## src/rtl/mux5_rr_arbiter_if.sv

```systemverilog
// Bundle of the five-channel request/data inputs and the registered output of mux5_rr_arbiter.
// The lock signal exists only when MUX5_ARB_LOCK_EN is defined.
interface mux5_rr_arbiter_if #(
    parameter int word_size = 8
);
    logic [4:0]           req;
    logic [word_size-1:0] data_a;
    logic [word_size-1:0] data_b;
    logic [word_size-1:0] data_c;
    logic [word_size-1:0] data_d;
    logic [word_size-1:0] data_e;
    logic                 out_ready;
`ifdef MUX5_ARB_LOCK_EN
    logic                 lock;
`endif
    logic [4:0]           gnt;
    logic [word_size-1:0] out_data;
    logic                 out_valid;
    logic [2:0]           out_sel;

`ifdef MUX5_ARB_LOCK_EN
    modport master (
        output req, data_a, data_b, data_c, data_d, data_e, out_ready, lock,
        input  gnt, out_data, out_valid, out_sel
    );
    modport slave (
        input  req, data_a, data_b, data_c, data_d, data_e, out_ready, lock,
        output gnt, out_data, out_valid, out_sel
    );
`else
    modport master (
        output req, data_a, data_b, data_c, data_d, data_e, out_ready,
        input  gnt, out_data, out_valid, out_sel
    );
    modport slave (
        input  req, data_a, data_b, data_c, data_d, data_e, out_ready,
        output gnt, out_data, out_valid, out_sel
    );
`endif
endinterface

```

## src/rtl/mux5_rr_arbiter.sv

```systemverilog
// Five-channel round-robin arbiter feeding a one-entry output register.
// Defining MUX5_ARB_LOCK_EN adds the lock input that re-grants the previous winner.
module mux5_rr_arbiter #(
    parameter int word_size = 8
) (
    input  logic               clk,
    input  logic               rst,
    mux5_rr_arbiter_if.slave   bus
);
    typedef enum logic {EMPTY, FULL} state_t;

    state_t               state_reg, state_next;
    logic [2:0]           last_reg;
    logic [2:0]           out_sel_reg;
    logic [word_size-1:0] out_data_reg;

    logic [word_size-1:0] data_arr [5];
    logic [2:0]           cand [5];
    logic [4:0]           cand_hit;
    logic [2:0]           winner;
    logic                 load_slot;
    logic                 any_req;
    logic                 take;
    logic [4:0]           gnt;

    assign data_arr[0] = bus.data_a;
    assign data_arr[1] = bus.data_b;
    assign data_arr[2] = bus.data_c;
    assign data_arr[3] = bus.data_d;
    assign data_arr[4] = bus.data_e;

    // cand[gi] is the channel searched in position gi, starting just after last.
    genvar gi;
    generate
        for (gi = 0; gi < 5; gi++) begin : g_cand
            logic [3:0] sum;
            assign sum          = {1'b0, last_reg} + 4'(gi + 1);
            assign cand[gi]     = (sum >= 4'd5) ? 3'(sum - 4'd5) : sum[2:0];
            assign cand_hit[gi] = bus.req[cand[gi]];
        end
    endgenerate

    always_comb begin
        winner = last_reg;
        for (int i = 4; i >= 0; i--) begin
            if (cand_hit[i]) begin
                winner = cand[i];
            end
        end
`ifdef MUX5_ARB_LOCK_EN
        if (bus.lock && bus.req[last_reg]) begin
            winner = last_reg;
        end
`endif
    end

    assign any_req   = |bus.req;
    assign load_slot = (state_reg == EMPTY) || bus.out_ready;

    always_comb begin
        state_next = state_reg;
        take       = 1'b0;
        gnt        = 5'b00000;
        if (load_slot) begin
            if (any_req) begin
                state_next = FULL;
                take       = 1'b1;
                gnt        = 5'b00001 << winner;
            end else begin
                state_next = EMPTY;
            end
        end
        // Grant is suppressed while reset is held so no source drops a word.
        if (rst) begin
            gnt  = 5'b00000;
            take = 1'b0;
        end
    end

    always_ff @(posedge clk or posedge rst) begin
        if (rst) begin
            state_reg    <= EMPTY;
            last_reg     <= 3'd4;
            out_sel_reg  <= 3'd0;
            out_data_reg <= '0;
        end else begin
            state_reg <= state_next;
            if (take) begin
                last_reg     <= winner;
                out_sel_reg  <= winner;
                out_data_reg <= data_arr[winner];
            end
        end
    end

    assign bus.gnt       = gnt;
    assign bus.out_data  = out_data_reg;
    assign bus.out_sel   = out_sel_reg;
    assign bus.out_valid = (state_reg == FULL);
endmodule

```

## src/flat_wrapper.sv

```systemverilog
// flat-port wrapper written by rule: the top's interface ports become plain ports
module mux5_rr_arbiter_flat 
#(
    parameter int word_size = 8
)
  (clk, rst, bus_req, bus_data_a, bus_data_b, bus_data_c, bus_data_d, bus_data_e, bus_out_ready, bus_gnt, bus_out_data, bus_out_valid, bus_out_sel);
  mux5_rr_arbiter_if #(.word_size(word_size)) bus_i ();
  input  logic clk;
  input  logic rst;
  input wire logic [$bits(bus_i.req)-1:0] bus_req;
  input wire logic [$bits(bus_i.data_a)-1:0] bus_data_a;
  input wire logic [$bits(bus_i.data_b)-1:0] bus_data_b;
  input wire logic [$bits(bus_i.data_c)-1:0] bus_data_c;
  input wire logic [$bits(bus_i.data_d)-1:0] bus_data_d;
  input wire logic [$bits(bus_i.data_e)-1:0] bus_data_e;
  input wire logic [$bits(bus_i.out_ready)-1:0] bus_out_ready;
  output wire logic [$bits(bus_i.gnt)-1:0] bus_gnt;
  output wire logic [$bits(bus_i.out_data)-1:0] bus_out_data;
  output wire logic [$bits(bus_i.out_valid)-1:0] bus_out_valid;
  output wire logic [$bits(bus_i.out_sel)-1:0] bus_out_sel;
  assign bus_i.req = bus_req;
  assign bus_i.data_a = bus_data_a;
  assign bus_i.data_b = bus_data_b;
  assign bus_i.data_c = bus_data_c;
  assign bus_i.data_d = bus_data_d;
  assign bus_i.data_e = bus_data_e;
  assign bus_i.out_ready = bus_out_ready;
  assign bus_gnt = bus_i.gnt;
  assign bus_out_data = bus_i.out_data;
  assign bus_out_valid = bus_i.out_valid;
  assign bus_out_sel = bus_i.out_sel;
  mux5_rr_arbiter #(.word_size(word_size)) u_core (.clk(clk), .rst(rst), .bus(bus_i));
endmodule
```

## config.mk

```make
export PLATFORM = sky130hd
export DESIGN_NAME = mux5_rr_arbiter_flat
export DESIGN_NICKNAME = d
export VERILOG_FILES = /design/src/rtl/mux5_rr_arbiter_if.sv /design/src/rtl/mux5_rr_arbiter.sv /design/src/flat_wrapper.sv
export SDC_FILE = /design/constraint.sdc
export NUM_CORES = 1
export LEC_CHECK = 0
export CORE_MARGIN = 4
export CORE_UTILIZATION = 53
export CTS_BUF_LIST = sky130_fd_sc_hd__clkbuf_8
export DETAILED_ROUTE_END_ITERATION = 6
export PLACE_DENSITY_LB_ADDON = 0.15
export SETUP_SLACK_MARGIN = 0.3
export SYNTH_ARGS = -nofsm -noshare
export SYNTH_HDL_FRONTEND = slang
export SYNTH_SLANG_ARGS = --single-unit
```

## constraint.sdc

```tcl
create_clock -name clk -period 10.5 [get_ports clk]
set_input_delay 1.575 -clock clk [delete_from_list [all_inputs] [get_ports clk]]
set_output_delay 1.575 -clock clk [all_outputs]
set_load 0.02 [all_outputs]
```

==> reports/metrics.cfg <==
[run_status]
outcome=complete, no violations

[power]
power_mw=1.16
clkPwrFrac=0.039
switching_share=0.512
p_sw_mw=0.594
cellPowerDensity_nw_per_um2=426
p_int_mw=0.567
seqPwrFrac=0.092
leakage_nw=1.14
peakVddDrop_v=0.000306
pwr-share-comb=0.870

[placed_design]
gp_congestion=0.974
io_buffer_count=64
dp.cells=345
hpwl_mm=4.67

[grt]
track_usage=0.242
first_global_vias=2011
grt_antenna_before_repair=0
grt_pass1_wl_mm=9.88
grt_max_degree=33
gr-total-overflow=0

[floorplan]
die_y_um=70.5
initial_core_util=0.558
rows=22
fp.coreArea_um2=3720
die_w_um=70.5
die-area_um2=4980
io_pins=65

[clock_network]
clk_latency_ps=250
clock_sinks=13
cts_tree=yes
htree_levels=1
cts_setup_buffers=0
cts_root_buffer=clkbuf_8
path_clk_slew_ps=60
clockBufferDepth=2
post_cts_resized=0
ctsHoldBuffers=0
cts_buffers=3

[synth]
synth_nets=312
synth_common_cells=mux2i_1, nand2_1, inv_1
synth.area.top_cells=dfrtp_1, mux2i_1, ha_1, nand2b_1, mux2_1
synth_top_family_by_area=compound AO/OA/AOI/OAI gates
synth_xor_area_frac=0.0127
synth_compound_area_frac=0.286
synth.largest_area_cell=dfrtp_1
synth_area_per_cell_um2=8.23
synth_seq_area_share=0.158
synthAdderAreaFrac=0.0760
synth_most_common_cell=mux2i_1
synth_ff_type=dfrtp_1
ys_seq_elements=13
muxShareOfSynthArea=0.170
synth_top_area_frac=0.145
synth_cell_types=65
yosys.area_share.simple=0.225
syn_area_um2=2070
synthArstFlopShare=1.00
synth_edf_count=0
postSynthCellCount=252
yosysWarnings=0

[routing]
vias=2219
met2_length_mm=3.01
route.detailed.drc=0
wl_met3_um=401
highest_layer=met4
routed_wl_mm=6.15
ant_nets=0
first_pass_iters=5
drt_iter0_markers=246
wl_per_cell_um=17.6
avgViaCountPerCell=6.36
wl_met1_mm=2.69

[worst_setup_path]
arrival_ps=5670
cp.required_ps=8930
path_class=flop to output port
crit_top_cell=inv_1
startpoint_type=flop
cp_cell_sequence=inv_1 > ha_1 > inv_1 > o41ai_2 > nor2_1 > mux2i_1 > nand3_1 > mux2_4 > nor3_4 > and3_1 > clkdlybuf4s50_1
cp-end-kind=output port
slowest_stage=dfrtp_1
slowest_delay_ps=750
crit_fanout=18

[timing]
tns_ps=0
fin_skew_ps=3.54
timing.fmax_mhz=138
final_hold_viol_count=0
relSlewSlack=0.243
fin_crit_sh=0.690
worst_slew_pin_slew_ps=1130
rsz0062_at_grt=false
fin_crit_ps=7250
setup_viol=0
slew_violations=0

[hold_path]
hold_path.class=flop to flop

[final_layout]
largest_register_ffs=8
final_cells=349
layout-drive-gt1-share=0.0598
n_antenna_cell=0
finalNetCount=362
area_growth_pct=31.4

[flow_run]
drv_cap=0

[per-stage QoR]
stage	worst slack [ps]	util	hold WS (ps)	area, um2
floorplan	4870	-	595	2070
global placement	3450	0.721	469	2680
detailed placement	3410	0.721	479	2680
CTS	3350	0.733	502	2730
global route	2930	0.733	520	2730
finish	3250	0.733	497	2730
[power by group through the flow]
stage,clock [mW],combinational [mW],sequential [mW]
4_1_cts,0.0456,0.996,0.106
5_1_grt,0.0488,1.09,0.110
2_1_floorplan,0,0.784,0.114
3_3_place_gp,0,0.976,0.105
3_5_place_dp,0,0.991,0.106
6_report,0.0452,1.01,0.106
[layer usage]
| metal | up-vias | track usage |
|---|---|---|
| met2 | 88 | 0.387 |
| li1 | 1059 | - |
| met3 | 7 | 0.0440 |
| met5 | - | 0 |
| met4 | 0 | 0.0376 |
| met1 | 1065 | 0.349 |
[worst paths after layout]
check,from,to,slack (ps),cells past startpoint
hold / removal,u_core.bus.out_sel[2],u_core.bus.out_sel[2],500,1
hold reg to reg,u_core.bus.out_sel[2],u_core.bus.out_sel[2],500,1
min in group asynchronous,rst,u_core.bus.out_sel[1],1690,2
setup / recovery,u_core.bus.out_sel[1],bus_gnt[4],3250,11
setup reg to reg,u_core.bus.out_sel[1],u_core.bus.out_data[2],5300,12
max in group asynchronous,rst,u_core.last_reg[2],8450,2
[cell families (layout without fill, tap and decap cells)]
| family | after synthesis | after routing |
|---|---|---|
| DFF | 13 | 13 |
| muxes | 31 | 31 |
| xor gates and xnor gates | 3 | 3 |
| buffers and inverters | 33 | 82 |
| AOI/OAI and AO/OA | 81 | 81 |
| adders and majority gates | 12 | 12 |
| and+or+nand+nor | 79 | 79 |
[critical path, delay by kind of cell (launching register included)]
kind                     cells  cell delay [ps]
AND/OR/NAND/NOR              4             1540
multiplexers                 2              660
flip-flops                   1              750
buffers and inverters        3             1290
adder cells (fa/ha/maj)      1              720
AO/OA/AOI/OAI                1              470
[placed cells by master (no fill, tap or decap), types with 5 or more instances in the layout]
master           netlist  final
a21oi_1               12     12
and2_1                 6      6
clkdlybuf4s50_1        0     64
dfrtp_1               12     12
ha_1                  11     11
inv_1                 13     14
mux2_1                 6      6
mux2i_1               18     18
nand2_1               15     15
nand2b_1              12     12
nand3_1                5      5
nor2_1                10     10
nor2b_1                7      7
o211ai_1               6      6
o21ai_0               10     10
o21ai_1                8      8
[final cells by class]
cell class	instances	area, um2
clock buffers	3	41.3
well taps	48	60.1
flip-flops and latches	13	327
repair buffers	65	648
clock inverters	1	3.75
inverters	13	48.8
fillers	305	991
multi-input cells	206	1600
Power figures use the tool's default switching activity.
